--- src/rtl/line_buffer_scheduler_pkg.sv ---
// Shared constants, types and helpers for the line buffer scheduler.
// Holds line/slot geometry, address field widths and the read-FSM encoding.
package line_buffer_scheduler_pkg;

    localparam int LINE_PIXELS_DEF = 64;
    localparam int NUM_SLOTS_DEF   = 16;

    localparam int IDX_W  = 6;               // pixel index inside a slot
    localparam int SLOT_W = 4;               // slot number
    localparam int ADDR_W = SLOT_W + IDX_W;  // BRAM word address
    localparam int PCNT_W = 10;              // incoming pixel counter
    localparam int PIX_W  = 12;              // pixel sample
    localparam int WORD_W = 16;              // BRAM word
    localparam int CNT_W  = 5;               // committed-line counter, 0..NUM_SLOTS

    // Read sequencer states
    typedef enum logic [1:0] {
        R_IDLE  = 2'd0,
        R_ISSUE = 2'd1,
        R_DRAIN = 2'd2
    } rd_state_t;

    // One registered write request towards the BRAM port
    typedef struct packed {
        logic              we;
        logic [ADDR_W-1:0] addr;
        logic [WORD_W-1:0] din;
    } wr_req_t;

    // Advance a slot pointer, wrapping at num_slots
    function automatic logic [SLOT_W-1:0] next_slot(input logic [SLOT_W-1:0] slot,
                                                    input int                num_slots);
        return (int'(slot) == num_slots - 1) ? '0 : slot + 1'b1;
    endfunction

endpackage

--- src/rtl/line_buffer_scheduler_readout.sv ---
// Line readout sequencer: walks one slot word by word, stalling whenever the
// write path owns the BRAM port, and delivers registered read data two
// cycles after each issued address.
module line_readout_fsm
    import line_buffer_scheduler_pkg::*;
#(
    parameter int LINE_PIXELS = LINE_PIXELS_DEF
) (
    input  logic              SDR_CLK,
    input  logic              RST,
    input  logic              start,     // already qualified by "lines available"
    input  logic              stall,     // BRAM port taken by a write this cycle
    input  logic [WORD_W-1:0] mem_dout,
    output logic [IDX_W-1:0]  rd_idx,
    output logic              rd_busy,
    output logic [WORD_W-1:0] rd_data,
    output logic              rd_valid,
    output logic              rd_last,
    output logic              rd_done    // final word delivered: release the slot
);

    localparam logic [IDX_W-1:0] LAST_IDX = IDX_W'(LINE_PIXELS - 1);

    rd_state_t state;
    logic      rd_issue;
    logic      issue_d;
    logic      last_d;

    assign rd_issue = (state == R_ISSUE) && !stall;
    assign rd_done  = (state == R_DRAIN) && rd_valid && rd_last;

    // Sequencer: start on request, issue one word per free port cycle, drain the pipe
    always_ff @(posedge SDR_CLK or posedge RST) begin
        if (RST) begin
            state   <= R_IDLE;
            rd_idx  <= '0;
            rd_busy <= 1'b0;
        end else begin
            // NOTE: non-blocking assignments make every register here see the
            // pre-edge values of the others, which is what real flops do.
            case (state)
                R_IDLE: begin
                    if (start) begin
                        state   <= R_ISSUE;
                        rd_idx  <= '0;
                        rd_busy <= 1'b1;
                    end
                end
                R_ISSUE: begin
                    if (!stall) begin
                        if (rd_idx == LAST_IDX) begin
                            state <= R_DRAIN;
                        end else begin
                            rd_idx <= rd_idx + 1'b1;
                        end
                    end
                end
                R_DRAIN: begin
                    if (rd_done) begin
                        state   <= R_IDLE;
                        rd_idx  <= '0;
                        rd_busy <= 1'b0;
                    end
                end
                default: begin
                    state   <= R_IDLE;
                    rd_busy <= 1'b0;
                end
            endcase
        end
    end

    // Two-stage qualifier pipe matching BRAM latency plus the output register
    always_ff @(posedge SDR_CLK or posedge RST) begin
        if (RST) begin
            issue_d  <= 1'b0;
            last_d   <= 1'b0;
            rd_valid <= 1'b0;
            rd_last  <= 1'b0;
            rd_data  <= '0;
        end else begin
            issue_d  <= rd_issue;
            last_d   <= rd_issue && (rd_idx == LAST_IDX);
            rd_valid <= issue_d;
            rd_last  <= last_d;
            rd_data  <= mem_dout;
        end
    end

endmodule

--- src/rtl/line_buffer_scheduler.sv ---
// Line buffer scheduler: streams incoming lines into slots of a shared
// single-port BRAM, tracks committed lines, and arbitrates the port between
// the write stream (always wins) and the line readout sequencer.
module line_buffer_scheduler
    import line_buffer_scheduler_pkg::*;
#(
    parameter int LINE_PIXELS = LINE_PIXELS_DEF,
    parameter int NUM_SLOTS   = NUM_SLOTS_DEF
) (
    input  logic              SDR_CLK,
    input  logic              RST,
    input  logic              Write_EN,
    input  logic [PCNT_W-1:0] Pixel_count,
    input  logic [PIX_W-1:0]  Pixel_data,
    input  logic              Rd_start,
    input  logic              Ovf_clr,
    input  logic [WORD_W-1:0] Mem_dout,
    output logic [ADDR_W-1:0] Mem_addr,
    output logic [WORD_W-1:0] Mem_din,
    output logic              Mem_we,
    output logic [WORD_W-1:0] Rd_data,
    output logic              Rd_valid,
    output logic              Rd_last,
    output logic              Rd_busy,
    output logic [CNT_W-1:0]  Lines_avail,
    output logic              Overflow
);

    wr_req_t            wr_req;
    logic               write_en_d;
    logic               line_drop;
    logic [SLOT_W-1:0]  wr_slot;
    logic [SLOT_W-1:0]  rd_slot;
    logic [IDX_W-1:0]   rd_idx;
    logic               rd_done;

    logic wen_rise;
    logic wen_fall;
    logic lines_full;
    logic drop_now;
    logic pix_in_line;
    logic commit;
    logic rd_go;

    // Line boundaries come from the sampled Write_EN edges
    assign wen_rise    = Write_EN && !write_en_d;
    assign wen_fall    = !Write_EN && write_en_d;
    assign lines_full  = (Lines_avail == CNT_W'(NUM_SLOTS));
    // The drop decision is taken on the first pixel and then held for the line
    assign drop_now    = wen_rise ? lines_full : line_drop;
    assign pix_in_line = (Pixel_count < PCNT_W'(LINE_PIXELS));
    // A fall with count 0 is a spurious pulse: the slot is simply reused
    assign commit      = wen_fall && (Pixel_count != '0) && !line_drop;
    assign rd_go       = Rd_start && (Lines_avail != '0);

    // The port follows the registered write enable; reads fill the idle cycles
    assign Mem_we   = wr_req.we;
    assign Mem_din  = wr_req.din;
    assign Mem_addr = wr_req.we ? wr_req.addr : {rd_slot, rd_idx};

    // Registered write request plus edge-detect and per-line drop flag
    always_ff @(posedge SDR_CLK or posedge RST) begin
        if (RST) begin
            wr_req     <= '0;
            write_en_d <= 1'b0;
            line_drop  <= 1'b0;
        end else begin
            write_en_d  <= Write_EN;
            if (wen_rise) begin
                line_drop <= lines_full;
            end
            wr_req.we   <= Write_EN && !drop_now && pix_in_line;
            wr_req.addr <= {wr_slot, Pixel_count[IDX_W-1:0]};
            wr_req.din  <= {{(WORD_W - PIX_W){1'b0}}, Pixel_data};
        end
    end

    // Slot pointers and committed-line count; commit and release may coincide
    always_ff @(posedge SDR_CLK or posedge RST) begin
        if (RST) begin
            wr_slot     <= '0;
            rd_slot     <= '0;
            Lines_avail <= '0;
        end else begin
            if (commit) begin
                wr_slot <= next_slot(wr_slot, NUM_SLOTS);
            end
            if (rd_done) begin
                rd_slot <= next_slot(rd_slot, NUM_SLOTS);
            end
            case ({commit, rd_done})
                2'b10:   Lines_avail <= Lines_avail + 1'b1;
                2'b01:   Lines_avail <= Lines_avail - 1'b1;
                default: Lines_avail <= Lines_avail;
            endcase
        end
    end

    // Sticky overflow: a dropped line outranks a clear in the same cycle
    always_ff @(posedge SDR_CLK or posedge RST) begin
        if (RST) begin
            Overflow <= 1'b0;
        end else if (wen_rise && lines_full) begin
            Overflow <= 1'b1;
        end else if (Ovf_clr) begin
            Overflow <= 1'b0;
        end
    end

    line_readout_fsm #(
        .LINE_PIXELS (LINE_PIXELS)
    ) u_readout (
        .SDR_CLK  (SDR_CLK),
        .RST      (RST),
        .start    (rd_go),
        .stall    (wr_req.we),
        .mem_dout (Mem_dout),
        .rd_idx   (rd_idx),
        .rd_busy  (Rd_busy),
        .rd_data  (Rd_data),
        .rd_valid (Rd_valid),
        .rd_last  (Rd_last),
        .rd_done  (rd_done)
    );

endmodule
--- config.mk ---
export PLATFORM = sky130hd
export DESIGN_NAME = line_buffer_scheduler
export DESIGN_NICKNAME = d
export VERILOG_FILES = /design/src/rtl/line_buffer_scheduler_pkg.sv /design/src/rtl/line_buffer_scheduler_readout.sv /design/src/rtl/line_buffer_scheduler.sv
export SDC_FILE = /design/constraint.sdc
export NUM_CORES = 1
export LEC_CHECK = 0
export BUFFER_PORTS_ARGS = -buffer_cell sky130_fd_sc_hd__buf_2
export CAP_MARGIN = 20
export CORE_UTILIZATION = 46
export CTS_CLUSTER_SIZE = 28
export DETAILED_ROUTE_END_ITERATION = 16
export PLACE_DENSITY = 0.75
export SLEW_MARGIN = 20
export SYNTH_ARGS = -nofsm -noshare
export SYNTH_HDL_FRONTEND = slang
export SYNTH_SLANG_ARGS = --single-unit
--- constraint.sdc ---
create_clock -name SDR_CLK -period 5.45 [get_ports SDR_CLK]
set_input_delay 0.8175 -clock SDR_CLK [delete_from_list [all_inputs] [get_ports SDR_CLK]]
set_output_delay 0.8175 -clock SDR_CLK [all_outputs]
set_load 0.05 [all_outputs]
---- Yosys cells after proc, flatten, opt, wreduce, memory -nomap -nowiden ----
Cells that the tools add are included.
cells by class
  add/subtract/negate cells ............... 5
  $lt $le $gt $ge ......................... 1
  eq/ne operators ......................... 13
  muxes and demuxes ....................... 20
  bitwise logic cells ..................... 1
  reduce and logical (&&, ||, !) cells .... 26
operators by type and width
  operator             number
  $mux 6               4
  $pmux 6 s3           1
  $logic_and 1x1->1    12
  $lt 10x7->1 const B  1
  $mux 10              1
  $ne 2x2->1 const B   5
  $pmux 5 s2           1
  $reduce_bool 10->1   1
  $add 4x1->4 const B  2
  $eq 4x1->1 const B   2
  $mux 2               4
  $mux 4               2
  $add 6x1->6 const B  1
  $eq 6x6->1 const B   1
  $pmux 2 s3           1
  $add 5x1->5 const B  1
  $eq 5x5->1 const B   1
  $logic_not 1->1      5
  $mux 1               5
  $reduce_and 5->1     1
  $reduce_bool 5->1    1
  $sub 5x1->5 const B  1
  $eq 2x1->1 const B   2
  $eq 2x2->1 const B   2
  7 further kinds      8
word-level totals
  flip-flop bits (word level) ............. 68
  logic and storage cells ................. 83

---- Depth between registers and ports, before layout ----
Gate-level depths: netlist of the first run.
  word-level depth ........................ 6
  depth in mapped cells ................... 10

---- Modules after synthesis ----
A second synthesis of the first run with hierarchy kept.
second synthesis, totals
  cells, all modules ...................... 224
  area, all modules ....................... 2819.0 um^2
modules (own cells, without submodules)
  module                 times used  cells each  area each (um^2)  sequential area each (um^2)
  line_buffer_scheduler  1           137         1719.1            975.9
  line_readout_fsm       1           87          1099.8            725.7

---- Worst setup path after synthesis of the first run ----
Ideal clock, no wire load.
  kind .................................... input to register
  start point ............................. in Pixel_count[7]
  end point ............................... reg Lines_avail[4]
  data arrival time ....................... 3.283 ns
  path slack .............................. 2.021 ns
  stages on the path ...................... 8
  path buffers ............................ 0
  cell sequence ........................... or4_4 > o41ai_4 > ha_1 > ha_1 > a21o_1 > a2111oi_0 > a31o_2 > o311ai_0
between the ends
  cells in the longest elaborated chain, start to end .. 5
  elaborated cells between the ends (all ways) .. 7
  classes of those cells .................. eq/ne (2); mux (1); reduce/logical (4)
ends and longest elaborated chain
  element                                          line                         RTL
  start: declaration                               line_buffer_scheduler.sv:13  input logic [PCNT_W-1:0] Pixel_count,
  $reduce_bool 10->1 *                             line_buffer_scheduler.sv:53  assign commit = wen_fall && (Pixel_count != '0) && !line_drop;
  $logic_and 1x1->1 * (2 in a row)                 line_buffer_scheduler.sv:53
  $eq 2x1->1 or $eq 2x2->1 (tied branches)         line_buffer_scheduler.sv:91  case ({commit, rd_done})
  $pmux 5 s2 or $reduce_bool 2->1 (tied branches)  n/a
  end signal: assignment                           line_buffer_scheduler.sv:92  2'b10: Lines_avail <= Lines_avail + 1'b1;
  end signal: assignment                           line_buffer_scheduler.sv:93  2'b01: Lines_avail <= Lines_avail - 1'b1;
  end signal: assignment                           line_buffer_scheduler.sv:94  default: Lines_avail <= Lines_avail;
  end: declaration                                 line_buffer_scheduler.sv:25  output logic [CNT_W-1:0] Lines_avail,
Mark *: on every way between the ends. The rest lies on a longest branch, timed or not.
A chain may end at the register's enable or synchronous reset.

---- Worst setup path after layout of the first run ----
Same ends and word-level chain as after synthesis.

==> results of run 1 <==
[per-layer routing]
| metal | routed length [µm] | part of all wire (%) |
|---|---|---|
| met2 | 2523 | 49 |
| met4 | 123 | 2.4 |
| met1 | 2183 | 42 |
| met3 | 319 | 6.2 |
| met5 | 0 | 0 |
[cell type report]
cell class                 count  share of cell area (%)
inverter                      10                   1.106
clock buffer                   9                   3.650
multi-input combinational    114                   24.63
timing repair buffer          91                   13.50
sequential                    68                   50.15
clock inverter                 7                   4.314
tap                           72                   2.655
[through the flow]
stage	instances	setup WS, ps
6_report	371	1807
5_1_grt	371	1686
4_1_cts	371	1856
3_5_place_dp	355	1480
3_3_place_gp	355	1770
2_1_floorplan	212	2021
[worst max-delay path by stage]
stage	to	slack [ps]	cells after the start
floorplan	Lines_avail[4]	2020	8
detailed placement	Lines_avail[4]	1480	9
CTS	Lines_avail[4]	1860	9
global route	Lines_avail[4]	1690	9
global placement	Lines_avail[4]	1770	9
finish	Lines_avail[4]	1810	9
[report_power, final]
part / leakage, nW / internal, W / switching, W
clock: 0.134 / 0.000354 / 0.000198
sequential: 0.813 / 0.000602 / 0.0000898
combinational: 0.778 / 0.000180 / 0.000373
total: 1.73 / 0.00114 / 0.000661
[critical path, delay by kind of cell]
family	cells	cell delay, ps
fa+ha+maj	2	790
simple gates	1	560
buf+inv	1	100
compound gates	5	1590
[cells in the mapped netlist, types with 2 or more instances]
master / count / area [µm²]
nor3_1: 3 / 15.01
inv_1: 10 / 37.54
xnor2_1: 4 / 35.03
mux2_2: 12 / 135.1
dfrtp_1: 68 / 1702
clkbuf_1: 4 / 15.01
a21o_1: 3 / 22.52
o21ai_0: 11 / 55.05
or4_1: 2 / 15.01
a211o_1: 2 / 17.52
nand3_1: 3 / 15.01
a31oi_1: 2 / 12.51
nor2_1: 5 / 18.77
nand2_1: 20 / 75.07
nor3b_1: 2 / 15.01
buf_4: 16 / 120.1
nor4_1: 2 / 12.51
a21oi_1: 3 / 15.01
ha_1: 7 / 87.58
a311oi_1: 2 / 17.52
[state kept, by name, summed over array words and instances, names as in the netlist]
signal / flops
Lines_avail: 5
Mem_din: 12
Mem_we: 1
Overflow: 1
line_drop: 1
rd_slot: 4
u_readout.issue_d: 1
u_readout.last_d: 1
u_readout.rd_busy: 1
u_readout.rd_data: 16
u_readout.rd_idx: 6
u_readout.rd_last: 1
u_readout.rd_valid: 1
u_readout.state: 2
wr_req: 10
wr_slot: 4
write_en_d: 1
[kinds of logic (layout without fill, tap and decap cells)]
family / after synthesis / count (layout)
AOI/OAI and AO/OA: 35 / 35
xor gates and xnor gates: 5 / 5
adders and majority gates: 8 / 8
buffers and inverters: 30 / 117
DFF: 68 / 68
muxes: 14 / 14
other: 1 / 4
and+or+nand+nor: 48 / 48
==> results.txt, run 1 <==
Outcome = finished, final reports clean
Largest net degree at the start of global routing = 69
Worst reg2reg setup slack = 2370 ps
Area of the core = 0.005574 mm²
N_diodes = 0
Hold depth = 0
Crit Reg-Reg Startpoint = u_readout.state[1]
HP Start = u_readout.last_d
Die height = 78.60 µm
Async SR Flop Fraction = 100.0%
Filler cells = 458
Placed inst area = 0.003123 mm²
Antenna-violating nets left = 0
Max transition margin = 45.56%
Die width = 78.60 µm
I/O Buffers = 90
Total wire length = 5150 µm
Crit-path cells = buf_2 > or4_4 > o41ai_4 > ha_1 > ha_1 > a21o_1 > a2111oi_0 > a31o_2 > o311ai_0
Synth Area in Simple Gates = 9.226%
Cell variety after synth = 48
Synth Register Bits = 68
Final min period = 3643 ps
Worst-case reg-to-reg path depth = 9
DP HPWL = 3573 µm
Num ports = 95
CP max stage cell = or4_4
Gate Count Post-Synth = 209
Cell Rows = 27
Clock latency on the worst-skew pair = 340 ps
Avg Inst Size Synth = 12.91 µm²
Commonest non-fill, non-tap cell in the layout = buf_2
Most frequent cells in the layout = buf_2, dfrtp_1, nand2_1
XOR/XNOR Fraction of Synth Area = 1.623%
Post-Synth Adder-Cell Area = 3.987%
Met3 usage = 5.349%
Worst stage delay on the critical path = 560 ps
Critical Path RT = 5660 ps
Number of global-route vias before repair = 1,816
Layout cells sized above 1 = 42.14%
First-pass GRT wire length = 8493 µm
Nets = 345
Die ar. = 0.006177 mm²
CTS Hold Bufs = 0
Starting Density = 48.42%
Initial DRC Count = 75
Post-CTS Setup Inserts = 0
WL/cell = 13.88 µm
Post-CTS Resized = 0
Met1 Use GR = 22.29%
Final Util = 60.88%
Sequential share of the synthesized area = 63.05%
Final Instance Area = 0.003393 mm²
Worst Hold Endpoint = u_readout.rd_last
CTS tree = built
GR Util met2 = 30.26%
Hold_ws = 352.5 ps
Busiest grt layer = met2
Area of the multi-input gates = 835.8 µm²
Area delta synth->final = 25.73%
Total track usage = 18.56%
P per Cell Area = 529.8 mW/mm²
Max cap viols = 0
Clock slew at reported path FFs = 70 ps
Slew of the pin with the lowest slew margin = 816.7 ps
# DRC = 0
Critical Path AT = 3850 ps
Hold Vio Cnt, Final = 0
Post-synthesis mux area share = 5.934%
CP Class = input pin to register
Leakage power = 1.726 nW
CP max FO = 9
Synth warn = 0
Dominant synthesized flop cell = dfrtp_1
Setup TNS = 0 ps
Sink Count = 68
Via count = 1,849
Peak Freq = 274.5 MHz
Initial antenna violation count = 0
Clk root buf = clkbuf_8
CP Launch Type = input pin
Post-synth EDFFs = 0
Storage cell area = 0.001702 mm²
Critical path endpoint category = register
Worst VDD drop = 0.2609 mV
Post-Syn Area = 0.002699 mm²
Most common cell on crit path = ha_1
Final worst-path cycle share = 66.84%
CTS max path bufs = 2
Setup crit start = Pixel_count[7]
Largest family of logic cells by synthesized area = compound AO/OA/AOI/OAI gates
Gp weighted congestion = 0.8435
Vias per std cell = 4.984
Congestion Overflow GR = 0
Hold Path Class = register to register
RSZ-0062 raised after global routing = no
# H-tree levels = 3
CTS buffer count = 9
Max Slew Vio Count = 0
Compound-Gate Fraction of Synth Area = 9.643%
Endpoints failing setup = 0
Reg-to-reg endpoint = Lines_avail[4]
Drt first pass iters = 7
Final Power = 0.001798 W
Clock skew = 4.648 ps
Power figures use the tool's default switching activity.
==> inputs of run 2 (changes only) <==
- CORE_UTILIZATION: 46 -> 44
- clock period: 5.45 -> 2.95 ns (I/O delays scaled with it)
==> results.txt, run 2 (same netlist as run 1, synthesis figures left out) <==
Initial antenna violation count = 0 (unchanged)
Endpoints failing setup = 0 (unchanged)
Pint = 0.001845 W (+62%)
Crit path max-delay family = compound AO/OA/AOI/OAI gates
CP Class = register to register
Filler cells = 522 (+14%)
Vias per std cell = 4.910 (-1.5%)
Max transition margin = 44.65% (-0.91 points)
Via count = 1,861 (+0.65%)
Post-CTS Setup Inserts = 0 (unchanged)
P per Cell Area = 893.7 mW/mm² (+69%)
CTS Hold Bufs = 0 (unchanged)
Die ar. = 0.006451 mm² (+4.4%)
Max Slew Vio Count = 0 (unchanged)
Total track usage = 17.24% (-1.3 points)
Switching pwr = 0.001159 W (+75%)
Drt first pass iters = 4 (-3)
CTS max path bufs = 2 (unchanged)
Dpl cells = 363 (+2.3%)
Comb power frac = 33.9% (+3.1 points)
Num ports = 95 (unchanged)
N_diodes = 0 (unchanged)
Crit Reg-Reg Startpoint = line_drop
Placed inst area = 0.003177 mm² (+1.7%)
Leakage power = 1.709 nW (-1.0%)
Congestion Overflow GR = 0 (unchanged)
Layout cells sized above 1 = 42.76% (+0.62 points)
Outcome = finished, final reports clean
Clock slew at reported path FFs = 70 ps (about the same)
CP Launch Type = register
DP HPWL = 3697 µm (+3.5%)
Initial DRC Count = 75 (unchanged)
Antenna-violating nets left = 0 (unchanged)
Final min period = 2675 ps
Critical path endpoint category = register
Nets = 350 (+1.4%)
Busiest grt layer = met2
CP max FO = 8 (-1)
Slew of the pin with the lowest slew margin = 829.0 ps (+12.38 ps)
Peak Freq = 373.8 MHz
Number of global-route vias before repair = 1,811 (-0.28%)
Clock latency on the worst-skew pair = 320 ps (-20 ps)
Crit. path cell count = 9 (unchanged)
Largest net degree at the start of global routing = 41 (-41%)
Die height = 80.32 µm (+2.2%)
Storage cell area = 0.001702 mm² (unchanged)
Die width = 80.32 µm (+2.2%)
Hold Path Class = input pin to register
Met3 usage = 3.977% (-1.4 points)
Reg-to-reg endpoint = Lines_avail[4]
RSZ-0062 raised after global routing = no
Sink Count = 68 (unchanged)
CP max stage cell = a2111oi_0
# H-tree levels = 3 (unchanged)
Max cap viols = 0 (unchanged)
Gp weighted congestion = 0.7573 (-10%)
Area of the multi-input gates = 848.3 µm² (+1.5%)
Crit path to = Lines_avail[4]
Worst VDD drop = 0.4785 mV (+83%)
Critical Path AT = 2860 ps (-990 ps)
Most frequent cells in the layout = buf_2, dfrtp_1, nand2_1
HP Start = Mem_dout[15]
Switch share = 38.58% (+1.8 points)
# DRC = 0 (unchanged)
Clock skew = 5.124 ps (+0.4766 ps)
Hold Vio Cnt, Final = 0 (unchanged)
GR Util met2 = 28.97% (-1.3 points)
Final worst-path cycle share = 90.69%
Final Power = 0.003003 W (+67%)
Post-CTS Resized = 0 (unchanged)
Setup crit start = line_drop
Number of flip-flops in the largest register = 16 (unchanged)
Critical Path RT = 3130 ps (-2530 ps)
Clk root buf = clkbuf_8
Worst reg2reg setup slack = 270 ps (-2100 ps)
Final Instance Area = 0.003361 mm² (-0.96%)
Crit-path cells = nor3b_1 > o41ai_4 > ha_4 > buf_4 > fa_1 > a21o_1 > a2111oi_0 > a31o_2 > o311ai_0
Worst-case reg-to-reg path depth = 9 (unchanged)
Clk pwr share = 23.6% (-7.1 points)
CTS tree = built
Total wire length = 4942 µm (-4.0%)
Crit path buf inv count = 1 (unchanged)
WL/cell = 13.04 µm (-6.1%)
Cell Rows = 28 (+3.7%)
CTS buffer count = 9 (unchanged)
Post-Layout Cell Count = 379 (+2.2%)
I/O Buffers = 90 (unchanged)
Met1 Use GR = 20.84% (-1.5 points)
Sequential Power Share = 42.5% (+4.0 points)
Commonest non-fill, non-tap cell in the layout = buf_2
Area of the core = 0.005921 mm² (+6.2%)
Biggest register = u_readout.rd_data
Starting Density = 45.58% (-2.8 points)
Area delta synth->final = 24.52%
First-pass GRT wire length = 8217 µm (-3.2%)
Worst stage delay on the critical path = 440 ps (-120 ps)
[run 2: changes by cell type in the layout (fill, tap and decap cells not counted), moves of 2 or more]
cell / previous run / this run
buf_4: 1 / 6
bufinv_16: 4 / 1
clkbuf_1: 0 / 2
clkinv_2: 0 / 3
inv_6: 2 / 0
[run 2: worst min-delay path by stage]
stage | to | cells past startpoint
after detailed placement | u_readout.rd_last | 0
after global placement | u_readout.rd_last | 0
after CTS | u_readout.rd_data[2] | 1
after global routing | Mem_din[7] | 1
after floorplan | u_readout.rd_last | 0
final | u_readout.rd_data[15] | 1
[run 2: power by group through the flow]
stage / Clock, W / Sequential [W] / Combinational, W
4_1_cts: 0.000736 / 0.00128 / 0.00103
5_1_grt: 0.000775 / 0.00130 / 0.00111
6_report: 0.000708 / 0.00128 / 0.00102
3_5_place_dp: 0 / 0.00130 / 0.00103
2_1_floorplan: 0 / 0.00146 / 0.000616
3_3_place_gp: 0 / 0.00129 / 0.00101
[run 2: stage by stage]
step / TNS [ps] / utilization, % / hold WS [ps] / setup WS [ps]
floorplan: 0 / - / 331.2 / 24.79
global placement: 0 / 53.66 / 333.1 / 61.60
detailed placement: -9.848 / 53.66 / 340.5 / -9.848
CTS: 0 / 56.76 / 202.6 / 264.0
global route: 0 / 56.76 / 199.0 / 124.7
finish: 0 / 56.76 / 220.5 / 274.5
[run 2: cell type report]
cell class                      count  share of cell area [%]
Clock inverter                      5                   1.564
Tap cell                           75                   2.792
Clock buffer                       11                   3.909
Timing Repair Buffer               96                   14.74
Sequential cell                    68                   50.63
Multi-Input combinational cell    114                   25.24
Inverter                           10                   1.117
[run 2: routing by layer]
layer  share of wire, %  wire length (µm)
met1                 42              2070
met2                 50              2489
met3                6.6               326
met4                1.1                56
met5                  0                 0
==> inputs of run 3 (changes only) <==
- CORE_UTILIZATION: 44 -> 45
- SYNTH_HIERARCHICAL: not set -> 1
==> results.txt, run 3 <==
Outcome = finished, final reports clean
Die width = 81.15 µm (+1.0%)
Number of global-route vias before repair = 1,857 (+2.5%)
Max cap viols = 0 (unchanged)
CTS max path bufs = 2 (unchanged)
Metal-1 WL = 2343 µm (+13%)
# H-tree levels = 3 (unchanged)
Clock skew = 7.233 ps (+2.109 ps)
CTS Hold Bufs = 0 (unchanged)
Die ar. = 0.006585 mm² (+2.1%)
Vias per std cell = 5.056 (+3.0%)
CTS buffer count = 9 (unchanged)
Via count = 1,977 (+6.2%)
Clock slew at reported path FFs = 70 ps (about the same)
Starting Density = 47.06% (+1.5 points)
Crit path buf inv count = 1 (unchanged)
Max transition margin = 59.08% (+14 points)
Async SR Flop Fraction = 100.0% (unchanged)
Synth area leaders = dfrtp_1, mux2_2, buf_4, ha_1, inv_1
Slew of the pin with the lowest slew margin = 613.8 ps (-215.2 ps)
Hold Path Class = input pin to async pin
Synth area leader = dfrtp_1
Max Slew Vio Count = 0 (unchanged)
Area delta synth->final = 23.30%
CP Launch Type = input pin
Sink Count = 68 (unchanged)
CP Class = input pin to register
Num ports = 95 (unchanged)
Gp weighted congestion = 0.8031 (+6.0%)
Most common cell on crit path = ha_1
Final min period = 2501 ps (-174.2 ps)
Total track usage = 17.83% (+0.59 points)
Synth Register Bits = 68 (unchanged)
Commonest non-fill, non-tap cell in the layout = buf_2
Hold_ws = 145.1 ps (-75.45 ps)
N_diodes = 0 (unchanged)
I/O Buffers = 90 (unchanged)
Total wire length = 5342 µm (+8.1%)
Sequential share of the synthesized area = 60.36% (-2.7 points)
Nets = 362 (+3.4%)
Final Instance Area = 0.003476 mm² (+3.4%)
Avg Inst Size Synth = 12.58 µm² (-2.5%)
First-pass GRT wire length = 8645 µm (+5.2%)
Critical path endpoint category = register
Critical Path AT = 2710 ps (-150 ps)
Met2 routed WL = 2634 µm (+5.8%)
Crit path max-delay family = compound AO/OA/AOI/OAI gates
Biggest register = u_readout/rd_data
Synth warn = 6 (+6)
Hold Vio Cnt, Final = 0 (unchanged)
Cell variety after synth = 49 (+2.1%)
CTS tree = built
Congestion Overflow GR = 0 (unchanged)
Dominant synthesized flop cell = dfrtp_1
Post-CTS Setup Inserts = 0 (unchanged)
Leakage power = 1.697 nW (-0.69%)
Most frequent cells in the layout = buf_2, dfrtp_1, inv_1
Die height = 81.15 µm (+1.0%)
Area of the core = 0.005991 mm² (+1.2%)
WL/cell = 13.66 µm (+4.8%)
Top Layer Used = met4
DR WL met3 = 270 µm (-17%)
Final worst-path cycle share = 84.79% (-5.9 points)
Post-synth EDFFs = 0 (unchanged)
DP HPWL = 4023 µm (+8.8%)
CP max stage cell = or4_4
Post-Layout Cell Count = 391 (+3.2%)
Endpoints failing setup = 0 (unchanged)
Drt first pass iters = 4 (unchanged)
Synth top area share = 60.36% (-2.7 points)
CP max FO = 5 (-3)
List of most frequent post-synthesis cells = dfrtp_1, inv_1, buf_4
Placed inst area = 0.003258 mm² (+2.6%)
Post-CTS Resized = 0 (unchanged)
Crit-path cells = buf_2 > or4_4 > o41ai_4 > ha_1 > ha_1 > a21oi_1 > o21ai_0 > o311ai_0
Cell Rows = 28 (unchanged)
Antenna-violating nets left = 0 (unchanged)
Initial DRC Count = 120 (+60%)
Worst stage delay on the critical path = 540 ps (+100 ps)
Worst VDD drop = 0.4425 mV (-7.5%)
Gate Count Post-Synth = 224 (+7.2%)
Layout cells sized above 1 = 40.51% (-2.3 points)
Clock latency on the worst-skew pair = 330 ps (about the same)
Post-Syn Area = 0.002819 mm² (+4.5%)
Number of flip-flops in the largest register = 16 (unchanged)
Worst reg2reg setup slack = 480 ps (+210 ps)
Largest net degree at the start of global routing = 30 (-27%)
Clk root buf = clkbuf_8
Initial antenna violation count = 0 (unchanged)
Dpl cells = 375 (+3.3%)
Peak Freq = 399.8 MHz (+7.0%)
Most numerous cell in the Yosys netlist = dfrtp_1
Critical Path RT = 3160 ps (+30 ps)
RSZ-0062 raised after global routing = no
P per Cell Area = 871.8 mW/mm² (-2.5%)
Setup TNS = 0 ps (unchanged)
# DRC = 0 (unchanged)
## run 3: changes by cell type in the layout (fill, tap and decap cells not counted), moves of 3 or more
cell / before / now
inv_1: 9 / 16
nand2_1: 20 / 14
o211ai_1: 0 / 7
nand4_1: 1 / 4
## run 3: through the flow
stage | setup slack (ps) | total power, W | util [%]
after global placement | 201.0 | 0.002198 | 54.39
after floorplan | 156.2 | 0.001990 | -
after global routing | 223.3 | 0.003211 | 58.02
after CTS | 471.7 | 0.003057 | 58.02
after detailed placement | 120.9 | 0.002230 | 54.39
final | 448.7 | 0.003030 | 58.02
## run 3: area by class of cell
class	instances	area, µm²
multi-input cells	121	918.4
clock buffers	12	145.1
well taps	75	93.84
inverters	17	63.81
flip-flops and latches	68	1702
clock inverters	4	72.57
repair buffers	94	480.5
fillers	514	2515
## run 3: path summary, 6_finish.rpt
kind	start	to	cells past startpoint
worst min register to register	u_readout/last_d	u_readout/rd_last	0
worst max-delay path	Pixel_count[6]	Lines_avail[4]	8
max in group asynchronous	RST	Lines_avail[4]	3
min in group SDR_CLK	Pixel_data[9]	Mem_din[9]	1
worst max register to register	u_readout/state[1]	Lines_avail[4]	7
worst min-delay path	RST	Mem_din[9]	2
## run 3: kinds of logic after synthesis
kind of cell | count (synthesis) | synth area share [%]
AND/OR/NAND/NOR | 51 | 10.56
flip-flops | 68 | 60.36
XOR/XNOR | 5 | 1.553
AO/OA/AOI/OAI | 38 | 10.08
multiplexers | 15 | 6.036
buffers and inverters | 38 | 7.457
adder cells (fa/ha/maj) | 8 | 3.817
other | 1 | 0.1330
## run 3: power breakdown
group	switching [W]	internal [W]
Sequential	0.000169	0.00109
Clock	0.000322	0.000498
Combinational	0.000643	0.000310
## run 3: routing by layer
layer  global-route usage, %  vias up
met5                       0        -
met4                   9.107        0
met3                   4.045       12
met2                   28.57       69
met1                   22.56      949
li1                        -      947
## run 3: worst register-to-register path, delay by kind of cell, from the launching register on
family	cells	cell delay (ps)
adders and majority gates	2	600
AOI/OAI and AO/OA	3	700
DFF	1	540
and+or+nand+nor	2	520
